$ cat src/rtl/reg_file_pkg.sv
// Shared types and helpers for the register file with load queue.
package reg_file_pkg;

  // Entry address is stored at a fixed maximum width; only the low D bits carry meaning.
  localparam int D_MAX = 8;

  typedef struct packed {
    logic             valid;
    logic             kill;
    logic [D_MAX-1:0] addr;
  } lq_entry_t;

  function automatic int ptr_w(input int lq);
    return (lq > 1) ? $clog2(lq) : 1;
  endfunction

endpackage

$ cat src/rtl/reg_file_lq_if.sv
// Decode/execute and memory-return bus of the register file.
interface reg_file_lq_if #(
  parameter int W   = 8,
  parameter int D   = 4,
  parameter int NRD = 2,
  parameter int LQ  = 4
);
  localparam int CW = $clog2(LQ + 1);

  logic [NRD*D-1:0] Raddr;
  logic [NRD*W-1:0] DataOut;
  logic [NRD-1:0]   RdBusy;
  logic             WriteEn;
  logic [D-1:0]     Waddr;
  logic [W-1:0]     DataIn;
  logic             WaddrBusy;
  logic             LoadIssue;
  logic [D-1:0]     LoadAddr;
  logic             LoadIssueReady;
  logic             LoadRet;
  logic [W-1:0]     LoadData;
  logic [CW-1:0]    LoadCount;
  logic             Err;

  modport master (
    output Raddr, WriteEn, Waddr, DataIn, LoadIssue, LoadAddr, LoadRet, LoadData,
    input  DataOut, RdBusy, WaddrBusy, LoadIssueReady, LoadCount, Err
  );

  modport slave (
    input  Raddr, WriteEn, Waddr, DataIn, LoadIssue, LoadAddr, LoadRet, LoadData,
    output DataOut, RdBusy, WaddrBusy, LoadIssueReady, LoadCount, Err
  );
endinterface

$ cat src/rtl/reg_file_lq_load_queue.sv
// In-order queue of outstanding load destinations with kill-by-address,
// live-head detection and a per-register busy view of the pre-update state.
module load_queue
  import reg_file_pkg::*;
#(
  parameter int D       = 4,
  parameter int LQ      = 4,
  parameter int ZERO_R0 = 0
) (
  input  logic                     clk,
  input  logic                     rst,
  input  logic                     write_en,
  input  logic [D-1:0]             waddr,
  input  logic                     issue,
  input  logic [D-1:0]             issue_addr,
  input  logic                     ret,
  output logic                     head_live,
  output logic [D-1:0]             head_addr,
  output logic [$clog2(LQ+1)-1:0]  count,
  output logic                     full,
  output logic                     empty,
  output logic [2**D-1:0]          busy
);
  localparam int PW = ptr_w(LQ);
  localparam int CW = $clog2(LQ + 1);

  lq_entry_t     q [LQ];
  logic [PW-1:0] head;
  logic [PW-1:0] tail;
  logic [CW-1:0] cnt;
  logic [LQ-1:0] kill_now;
  logic          push;
  logic          pop;

  always_comb begin
    empty = (cnt == '0);
    full  = (cnt == CW'(LQ));
    pop   = ret & ~empty;
    push  = issue & ~full;
    // A rejected issue kills nothing; an accepted one supersedes older loads to its address.
    for (int i = 0; i < LQ; i++) begin
      kill_now[i] = q[i].valid &
                    ((write_en & (q[i].addr == D_MAX'(waddr))) |
                     (push & (q[i].addr == D_MAX'(issue_addr))));
    end
    head_live = pop & q[head].valid & ~q[head].kill & ~kill_now[head];
    head_addr = q[head].addr[D-1:0];
    count     = cnt;
  end

  always_comb begin
    busy = '0;
    for (int i = 0; i < LQ; i++) begin
      if (q[i].valid && !q[i].kill) busy[q[i].addr[D-1:0]] = 1'b1;
    end
  end

  always_ff @(posedge clk) begin
    if (rst) begin
      head <= '0;
      tail <= '0;
      cnt  <= '0;
      for (int i = 0; i < LQ; i++) begin
        q[i].valid <= 1'b0;
        q[i].kill  <= 1'b0;
      end
    end else begin
      for (int i = 0; i < LQ; i++) q[i].kill <= q[i].kill | kill_now[i];
      if (pop) q[head].valid <= 1'b0;
      if (push) begin
        q[tail].valid <= 1'b1;
        q[tail].kill  <= (ZERO_R0 != 0) && (issue_addr == '0);
        q[tail].addr  <= D_MAX'(issue_addr);
      end
      head <= head + PW'(pop);
      tail <= tail + PW'(push);
      cnt  <= cnt + CW'(push) - CW'(pop);
    end
  end

endmodule

$ cat src/rtl/reg_file_lq.sv
// Register file with N combinational read ports, ALU write port, load-return
// port fed by an in-order load queue, busy scoreboard and write bypass.
module reg_file_lq
  import reg_file_pkg::*;
#(
  parameter int W       = 8,
  parameter int D       = 4,
  parameter int NRD     = 2,
  parameter int LQ      = 4,
  parameter int ZERO_R0 = 0,
  parameter int BYPASS  = 1
) (
  input  logic          Clk,
  input  logic          Reset,
  reg_file_lq_if.slave  bus
);
  localparam int NR = 2**D;
  localparam int CW = $clog2(LQ + 1);

  logic [W-1:0]   rf [NR];
  logic           head_live;
  logic [D-1:0]   head_addr;
  logic [CW-1:0]  count;
  logic           full;
  logic           empty;
  logic [NR-1:0]  busy;
  logic           alu_we;
  logic           err_q;

  load_queue #(.D(D), .LQ(LQ), .ZERO_R0(ZERO_R0)) u_lq (
    .clk        (Clk),
    .rst        (Reset),
    .write_en   (bus.WriteEn),
    .waddr      (bus.Waddr),
    .issue      (bus.LoadIssue),
    .issue_addr (bus.LoadAddr),
    .ret        (bus.LoadRet),
    .head_live  (head_live),
    .head_addr  (head_addr),
    .count      (count),
    .full       (full),
    .empty      (empty),
    .busy       (busy)
  );

  assign alu_we = bus.WriteEn & ~((ZERO_R0 != 0) && (bus.Waddr == '0));

  // ALU write is applied last so it wins over a load return to the same register.
  always_ff @(posedge Clk) begin
    if (Reset) begin
      for (int k = 0; k < NR; k++) rf[k] <= '0;
      err_q <= 1'b0;
    end else begin
      if (head_live) rf[head_addr] <= bus.LoadData;
      if (alu_we) rf[bus.Waddr] <= bus.DataIn;
      if ((bus.LoadRet && empty) || (bus.LoadIssue && full)) err_q <= 1'b1;
    end
  end

  for (genvar i = 0; i < NRD; i++) begin : g_rd
    logic [D-1:0] ra;
    logic [W-1:0] rd;
    assign ra = bus.Raddr[i*D +: D];
    always_comb begin
      rd = rf[ra];
      if ((BYPASS != 0) && head_live && (head_addr == ra)) rd = bus.LoadData;
      if ((BYPASS != 0) && alu_we && (bus.Waddr == ra)) rd = bus.DataIn;
      if ((ZERO_R0 != 0) && (ra == '0)) rd = '0;
    end
    assign bus.DataOut[i*W +: W] = rd;
    assign bus.RdBusy[i]         = busy[ra];
  end

  assign bus.WaddrBusy      = busy[bus.Waddr];
  assign bus.LoadIssueReady = ~full;
  assign bus.LoadCount      = count;
  assign bus.Err            = err_q;

endmodule

$ cat src/flat_wrapper.sv
// flat-port wrapper written by rule: the top's interface ports become plain ports
module reg_file_lq_flat import reg_file_pkg::*;
#(
  parameter int W       = 8,
  parameter int D       = 4,
  parameter int NRD     = 2,
  parameter int LQ      = 4,
  parameter int ZERO_R0 = 0,
  parameter int BYPASS  = 1
)
  (Clk, Reset, bus_Raddr, bus_WriteEn, bus_Waddr, bus_DataIn, bus_LoadIssue, bus_LoadAddr, bus_LoadRet, bus_LoadData, bus_DataOut, bus_RdBusy, bus_WaddrBusy, bus_LoadIssueReady, bus_LoadCount, bus_Err);
  reg_file_lq_if #(.W(W), .D(D), .NRD(NRD), .LQ(LQ)) bus_i ();
  input  logic Clk;
  input  logic Reset;
  input wire logic [$bits(bus_i.Raddr)-1:0] bus_Raddr;
  input wire logic [$bits(bus_i.WriteEn)-1:0] bus_WriteEn;
  input wire logic [$bits(bus_i.Waddr)-1:0] bus_Waddr;
  input wire logic [$bits(bus_i.DataIn)-1:0] bus_DataIn;
  input wire logic [$bits(bus_i.LoadIssue)-1:0] bus_LoadIssue;
  input wire logic [$bits(bus_i.LoadAddr)-1:0] bus_LoadAddr;
  input wire logic [$bits(bus_i.LoadRet)-1:0] bus_LoadRet;
  input wire logic [$bits(bus_i.LoadData)-1:0] bus_LoadData;
  output wire logic [$bits(bus_i.DataOut)-1:0] bus_DataOut;
  output wire logic [$bits(bus_i.RdBusy)-1:0] bus_RdBusy;
  output wire logic [$bits(bus_i.WaddrBusy)-1:0] bus_WaddrBusy;
  output wire logic [$bits(bus_i.LoadIssueReady)-1:0] bus_LoadIssueReady;
  output wire logic [$bits(bus_i.LoadCount)-1:0] bus_LoadCount;
  output wire logic [$bits(bus_i.Err)-1:0] bus_Err;
  assign bus_i.Raddr = bus_Raddr;
  assign bus_i.WriteEn = bus_WriteEn;
  assign bus_i.Waddr = bus_Waddr;
  assign bus_i.DataIn = bus_DataIn;
  assign bus_i.LoadIssue = bus_LoadIssue;
  assign bus_i.LoadAddr = bus_LoadAddr;
  assign bus_i.LoadRet = bus_LoadRet;
  assign bus_i.LoadData = bus_LoadData;
  assign bus_DataOut = bus_i.DataOut;
  assign bus_RdBusy = bus_i.RdBusy;
  assign bus_WaddrBusy = bus_i.WaddrBusy;
  assign bus_LoadIssueReady = bus_i.LoadIssueReady;
  assign bus_LoadCount = bus_i.LoadCount;
  assign bus_Err = bus_i.Err;
  reg_file_lq #(.W(W), .D(D), .NRD(NRD), .LQ(LQ), .ZERO_R0(ZERO_R0), .BYPASS(BYPASS)) u_core (.Clk(Clk), .Reset(Reset), .bus(bus_i));
endmodule
$ cat config.mk
export PLATFORM = sky130hd
export DESIGN_NAME = reg_file_lq_flat
export DESIGN_NICKNAME = d
export VERILOG_FILES = /design/src/rtl/reg_file_pkg.sv /design/src/rtl/reg_file_lq_if.sv /design/src/rtl/reg_file_lq_load_queue.sv /design/src/rtl/reg_file_lq.sv /design/src/flat_wrapper.sv
export SDC_FILE = /design/constraint.sdc
export NUM_CORES = 1
export LEC_CHECK = 0
export CORE_ASPECT_RATIO = 1.1
export CORE_MARGIN = 4
export CORE_UTILIZATION = 34
export DETAILED_ROUTE_END_ITERATION = 7
export GPL_TIMING_DRIVEN = 0
export SYNTH_ARGS = -nofsm -noshare
export SYNTH_HDL_FRONTEND = slang
export SYNTH_SLANG_ARGS = --single-unit
$ cat constraint.sdc
create_clock -name Clk -period 4.8 [get_ports Clk]
set_clock_uncertainty 0.2 [all_clocks]
set_input_delay 0.96 -clock Clk [delete_from_list [all_inputs] [get_ports Clk]]
set_output_delay 0.96 -clock Clk [all_outputs]
set_load 0.01 [all_outputs]
### Word level (Yosys, flattened, before mapping)

Memory sizes are Yosys's and may differ from the RTL's. A register that Yosys moved wholly into a read port is not among the register bits.
Cells that the tools add are included.

| storage, ports and cells | value |
|---|---|
| bits in registers | 8 |
| RAM bits | 152 |
| bits of input ports | 37 |
| output and inout bits | 24 |
| logic and storage cells | 143 |
| memories | 2 |

| operators by class | value |
|---|---|
| add/subtract/negate cells | 4 |
| order comparisons | 12 |
| eq/ne operators | 13 |
| multiplexer cells | 50 |
| bitwise operators | 36 |
| reductions and logical operators | 22 |

Memories:

| memory | words | bits a word | read ports | clocked after memory_dff | write ports | RTL line | text |
|---|---|---|---|---|---|---|---|
| u_core.rf | 16 | 8 | 2 | 0 | 16 | reg_file_lq.sv:20 | `logic [W-1:0] rf [NR];` |
| u_core.u_lq.q | 4 | 6 | 5 | 1 | 6 | reg_file_lq_load_queue.sv:27 | `lq_entry_t q [LQ];` |

Operators by type and width:

| operator | number |
|---|---|
| == test 8 x 4 -> 1 bit | 8 |
| two-way mux 16 bit | 4 |
| two-way mux 8 bit | 6 |
| bitwise OR 16 bit | 3 |
| < comparator 4 x 5 -> 1 bit (second input constant) | 7 |
| two-way mux 1 bit | 29 |
| bitwise AND 1 bit | 17 |
| demux 1 bit (select 4 bit) | 4 |
| == test 4 bit | 4 |
| >= comparator 4 x 1 -> 1 bit (second input constant) | 4 |
| OR reduction 8 bit | 2 |
| logical AND 1 bit | 14 |
| binary-select mux 1 bit (select 4 bit) | 3 |
| bitwise OR 1 bit | 12 |
| two-way mux 4 bit | 2 |
| adder 2 x 1 -> 2 bit | 2 |
| zero test 1 bit | 4 |
| NOT 1 bit | 4 |
| adder 3 x 1 -> 3 bit | 1 |
| == test 3 bit (second input constant) | 1 |
| zero test 3 bit | 1 |
| < comparator 2 x 3 -> 1 bit (second input constant) | 1 |
| subtractor 3 x 1 -> 3 bit | 1 |
| binary-select mux 1 bit (select 2 bit) | 1 |
| other kinds (2) | 2 |

### Depth between registers and ports, before layout

| depth | value |
|---|---|
| depth after elaboration | 15 |
| gate-level depth with buffers | 11 |

### By module

Synthesis repeated with hierarchy kept, for this count alone.

| second synthesis, totals | value |
|---|---|
| cells, all modules | 920 |
| area total of the unflattened synthesis | 11279.6 µm² |

By module, submodules not included:

| module | instances | cells each | area each (µm²) | seq. area each (µm²) |
|---|---|---|---|---|
| reg_file_lq | 1 | 669 | 8983.6 | 3863.7 |
| load_queue | 1 | 251 | 2296.0 | 780.7 |

### Worst setup path before layout

Ideal clock, no wire load.

| timing | value |
|---|---|
| kind | in2out |
| start | input bus_Raddr[4] |
| end | output bus_DataOut[10] |
| data arrival time | 3.043 ns |
| required time | 3.640 ns |
| path slack | 0.597 ns |
| stages | 6 |
| buffers on the path | 2 |
| cells stage by stage | clkbuf_1 > clkbuf_1 > mux4_2 > mux4_2 > o21ai_0 > a31oi_1 |

| between the ends | value |
|---|---|
| longest elaborated chain between the ends | 4 |
| elaborated cells between the ends (all ways) | 7 |
| those cells by class | eq/ne (2); mux (2); reduce/logical (2); memory (1) |

RTL lines:

| element | RTL line | text |
|---|---|---|
| start, declared | flat_wrapper.sv:15 | `input wire logic [$bits(bus_i.Raddr)-1:0] bus_Raddr;` |
| branches (longest 3 deep; another with memory read (16 x 8 bit)) | - |  |
| two-way mux 8 bit (*) | reg_file_lq.sv:67 | `if ((BYPASS != 0) && alu_we && (bus.Waddr == ra)) rd = bus.DataIn;` |
| end, declared | flat_wrapper.sv:23 | `output wire logic [$bits(bus_i.DataOut)-1:0] bus_DataOut;` |

Every way passes the cells marked *.

### Worst setup path after layout

| timing | value |
|---|---|
| start | input bus_LoadIssue |
| end | output bus_DataOut[7] |

| between the ends | value |
|---|---|
| longest elaborated chain between the ends | 11 |
| elaborated cells between the ends (all ways) | 20 |
| those cells by class | mux (4); bitwise (15); reduce/logical (1) |

RTL lines:

| element | RTL line | text |
|---|---|---|
| start, declared | flat_wrapper.sv:19 | `input wire logic [$bits(bus_i.LoadIssue)-1:0] bus_LoadIssue;` |
| bitwise AND 1 bit (*) | reg_file_lq_load_queue.sv:39 | `push = issue & ~full;` |
| bitwise AND 1 bit | reg_file_lq_load_queue.sv:44 | `(push & (q[i].addr == D_MAX'(issue_addr))));` |
| bitwise OR 1 bit | reg_file_lq_load_queue.sv:43 | `((write_en & (q[i].addr == D_MAX'(waddr))) \|` |
| bitwise AND 1 bit | reg_file_lq_load_queue.sv:42 | `kill_now[i] = q[i].valid &` |
| binary-select mux 1 bit (select 2 bit) (*) | reg_file_lq_load_queue.sv:46 | `head_live = pop & q[head].valid & ~q[head].kill & ~kill_now[head];` |
| two-way mux 1 bit (implied by the code) (*) | reg_file_lq_load_queue.sv:46 |  |
| NOT 1 bit (*) | reg_file_lq_load_queue.sv:46 |  |
| bitwise AND 1 bit (*) | reg_file_lq_load_queue.sv:46 |  |
| logical AND 1 bit (*) | reg_file_lq.sv:66 | `if ((BYPASS != 0) && head_live && (head_addr == ra)) rd = bus.LoadData;` |
| two-way mux 8 bit (*) | reg_file_lq.sv:66 |  |
| two-way mux 8 bit (*) | reg_file_lq.sv:67 |  |

Every way passes the cells marked *; elsewhere a longest branch is shown, timed or not. The select of a mux whose other input is x is not followed.

==> impl_metrics.ini <==
[setup_path]
reg2reg_depth = 10
critical_path_slowest_stage_cell = clkdlybuf4s50_1
critical_path.cell_chain = clkdlybuf4s50_1 -> nand2_4 -> nor4_4 -> a31oi_1 -> a32oi_2 -> buf_4 -> o311ai_4 -> buf_4 -> buf_4 -> a31oi_2 -> a21oi_2 -> dlygate4sd2_1
max_stage_delay_ps = 530
cp-end-kind = output port
worst_r2r_startpoint = u_core.u_lq.count[2]
kind_of_critical_path = primary input to output port
critical_path_peak_fanout = 7
arrival_worst_endpoint_ps = 3600
worstPathRequired_ps = 3640
r2r_slack_ps = 1120
rr_endpoint = u_core.rf[10][6]
worstPathBufferInverterCount = 5
path_delay_family = buffers and inverters
worstSetupStartpointType = primary input
cp_common_cell = buf_4

[synthesis]
synth.net_count = 987
mappedNetlistArea_mm2 = 0.0110
number_of_enable_type_register_cells_in_the_synthesized_netlist = 144
asyncSetResetFlopFracSynth_pct = 0
synth.yosys.seq_area_share_pct = 42.0
synth.distinct_cells = 62
yosys_most_used_dff = edfxtp_1
synth.avg_cell_area_um2 = 11.7
yosys_register_bits = 160
syn_inst = 945
yosys_warnings = 0

[clock_network]
cts_max_level = 4
clk_path_buf_depth = 2
clock_tree_from_tritoncts = built
holdBufCountCts = 0
cts_inserted_buffers = 17
insertion_delay_ps = 440
clock-root-buffer = clkbuf_16
clk_pin_slew_ps = 60
cts.sinks = 160

[timing]
hold_viol_final = 0
max-slew-margin-rel_pct = 14.0
report.final.slew_viol_count = 0
timing.final.crit_period_ps = 4760
maxClockFrequency_mhz = 210
aggregate_negative_setup_slack_ps = 0
setup_viol = 0
final_min_period_over_clock_period_pct = 99.2
worst_tran_pin_value_ps = 1280
rsz_0062_raised_after_global_routing = true
hold_slack_ps = 262

[global_route]
gr-usage-met3_pct = 4.53
first_global_vias = 8828
globalRoute.totalOverflow = 0
globalRouteMet1Util_pct = 27.3
grt_max_degree = 17
grt_antenna_before_repair = 1
grt_busiest_layer = met2
grt_pass1_wl_mm = 55.5
globalRouteMet2Util_pct = 33.4
grt_use_total_pct = 20.6

[final_layout]
final_layout_size_suffix_gt1_share_pct = 19.7
finish.net_count = 1051
layout.cell_area.non_filler_mm2 = 0.0127
fin_cells = 1442
most_used_cells_in_the_layout_excluding_fill_and_tap_cells = 144 x edfxtp_1, 129 x a22o_1, 100 x nor2_1
final_antenna_diode_count = 0
syn_to_final_growth_pct = 14.7
layout_commonest_cell = edfxtp_1

[floorplan]
design.portCount = 61
core.rowCount = 68
initial_utilization_pct = 34.8
die_h_um = 197
area_of_the_core_mm2 = 0.0317
die-width_um = 180
design.die.area_mm2 = 0.0354

[placed_design]
placedInstanceArea_mm2 = 0.0119
finalWeightedCongestion = 1.00
port_buffers = 36
numPlacedInstances = 1401
post-dp-hpwl_mm = 28.9

[routing]
avgRoutedWirePerCell_um = 25.8
drt-initial-drc-count = 1281
drt_pre_antenna_iters = 6
finalWirelength_mm = 37.3
vias = 9104
post-route-drc-count = 0
drt-vias-per-instance = 6.31
drtAntennaViolNets = 0

[hold_path]
hold-path-endpoint = u_core.u_lq.q[0][4]
timing.hold.worst.class = flop to flop
timing.hold.worst_path_depth = 2
hold_path_startpoint = u_core.u_lq.q[0][4]

[job]
maxCapViolations = 0

[power_and_ir_drop]
p_per_area_mw_per_mm2 = 324
vdd_drop_max_mv = 0.248
cellLeakagePower_uw = 0.00434

[outcome]
outcome = finished, final reports clean
-- cells in the mapped netlist, types with 8 or more instances --
library cell,n,area share (%)
nand3b_1,8,0.54
mux2i_1,8,0.72
nor3_1,27,1.2
and2_1,17,0.96
nand3_1,21,0.95
buf_2,8,0.36
nor2_1,100,3.4
edfxtp_1,144,39
o21ai_0,23,1.0
o22ai_1,22,1.2
buf_1,26,0.88
nor2b_1,12,0.68
xnor2_1,21,1.7
nand2_1,28,0.95
a211o_1,13,1.0
inv_1,8,0.27
clkbuf_1,63,2.1
nand2b_1,16,0.91
mux4_2,89,18
a21oi_1,10,0.45
or3_1,9,0.51
dfxtp_1,16,2.9
a22o_1,129,10
xor2_1,31,2.5
a31oi_1,19,1.1
-- through the flow --
step | utilization, % | setup WS, ps | power [uW]
after global routing | 39.9 | -46.6 | 4250
after global placement | 37.6 | -627 | 2770
after CTS | 39.8 | -13.9 | 4080
after detailed placement | 37.6 | -639 | 2780
final | 39.9 | 38.4 | 4110
after floorplan | - | 597 | 2390
-- worst register-to-register path, delay by kind of cell, from the launching register on --
kind	cells	cell delay, ps
buffers and inverters	2	330
DFF	1	430
and+or+nand+nor	5	1360
AOI/OAI and AO/OA	3	990
-- how the worst max path moves through the flow --
stage                        startpoint         endpoint  slack [ps]  cells after the start
after floorplan            bus_Raddr[4]  bus_DataOut[10]         600                      6
after global placement    bus_LoadIssue   bus_DataOut[3]        -630                     10
after detailed placement  bus_LoadIssue   bus_DataOut[3]        -640                     10
after CTS                 bus_LoadIssue   bus_DataOut[7]         -10                     12
after global routing      bus_LoadIssue   bus_DataOut[7]         -50                     12
final                     bus_LoadIssue   bus_DataOut[7]          40                     12
-- flip-flops by register name (all words and copies together), names as in the netlist --
name / cells
u_core.bus.Err: 1
u_core.rf: 128
u_core.u_lq.count: 3
u_core.u_lq.head: 2
u_core.u_lq.q: 24
u_core.u_lq.tail: 2
-- cell type report --
class,instances,area (um2)
flip-flops and latches,160,4640
inverters,10,37.5
clock inverters,14,125
repair buffers,47,390
well taps,420,526
clock buffers,18,429
multi-input cells,671,6030
plain buffers,102,488
fillers,2978,19100
-- what timing repair did --
action | CTS | global route
setup endpoints to repair | 17 | 13
pin swaps | 8 | 10
buffers inserted | 8 | 1
gates resized for setup | 40 | 32
-- kinds of logic (layout without fill, tap and decap cells) --
family          count (synthesis)  count (layout)  share of synthesized area, %
simple gates                  279             279                          13.0
buf+inv                       114             191                          4.41
flops                         160             160                          42.0
mux                            97              97                          18.9
compound gates                238             238                          17.0
xor+xnor                       52              52                          4.12
fa+ha+maj                       5               5                         0.634
-- power by group --
part           internal, uW  total, uW  switching, uW  leakage, uW
Combinational           435       1130            699      0.00247
Clock                   678       1300            625     0.000258
Sequential             1610       1670           62.1      0.00161
Total                  2720       4110           1390      0.00434
-- routing by layer --
metal  share of wire, %  vias up
li1                   -     3902
met1                 40     4542
met2                 47      554
met3                9.5      106
met4                3.5        0
met5                  0        -
Note: power is estimated with default switching activity, not from simulation.
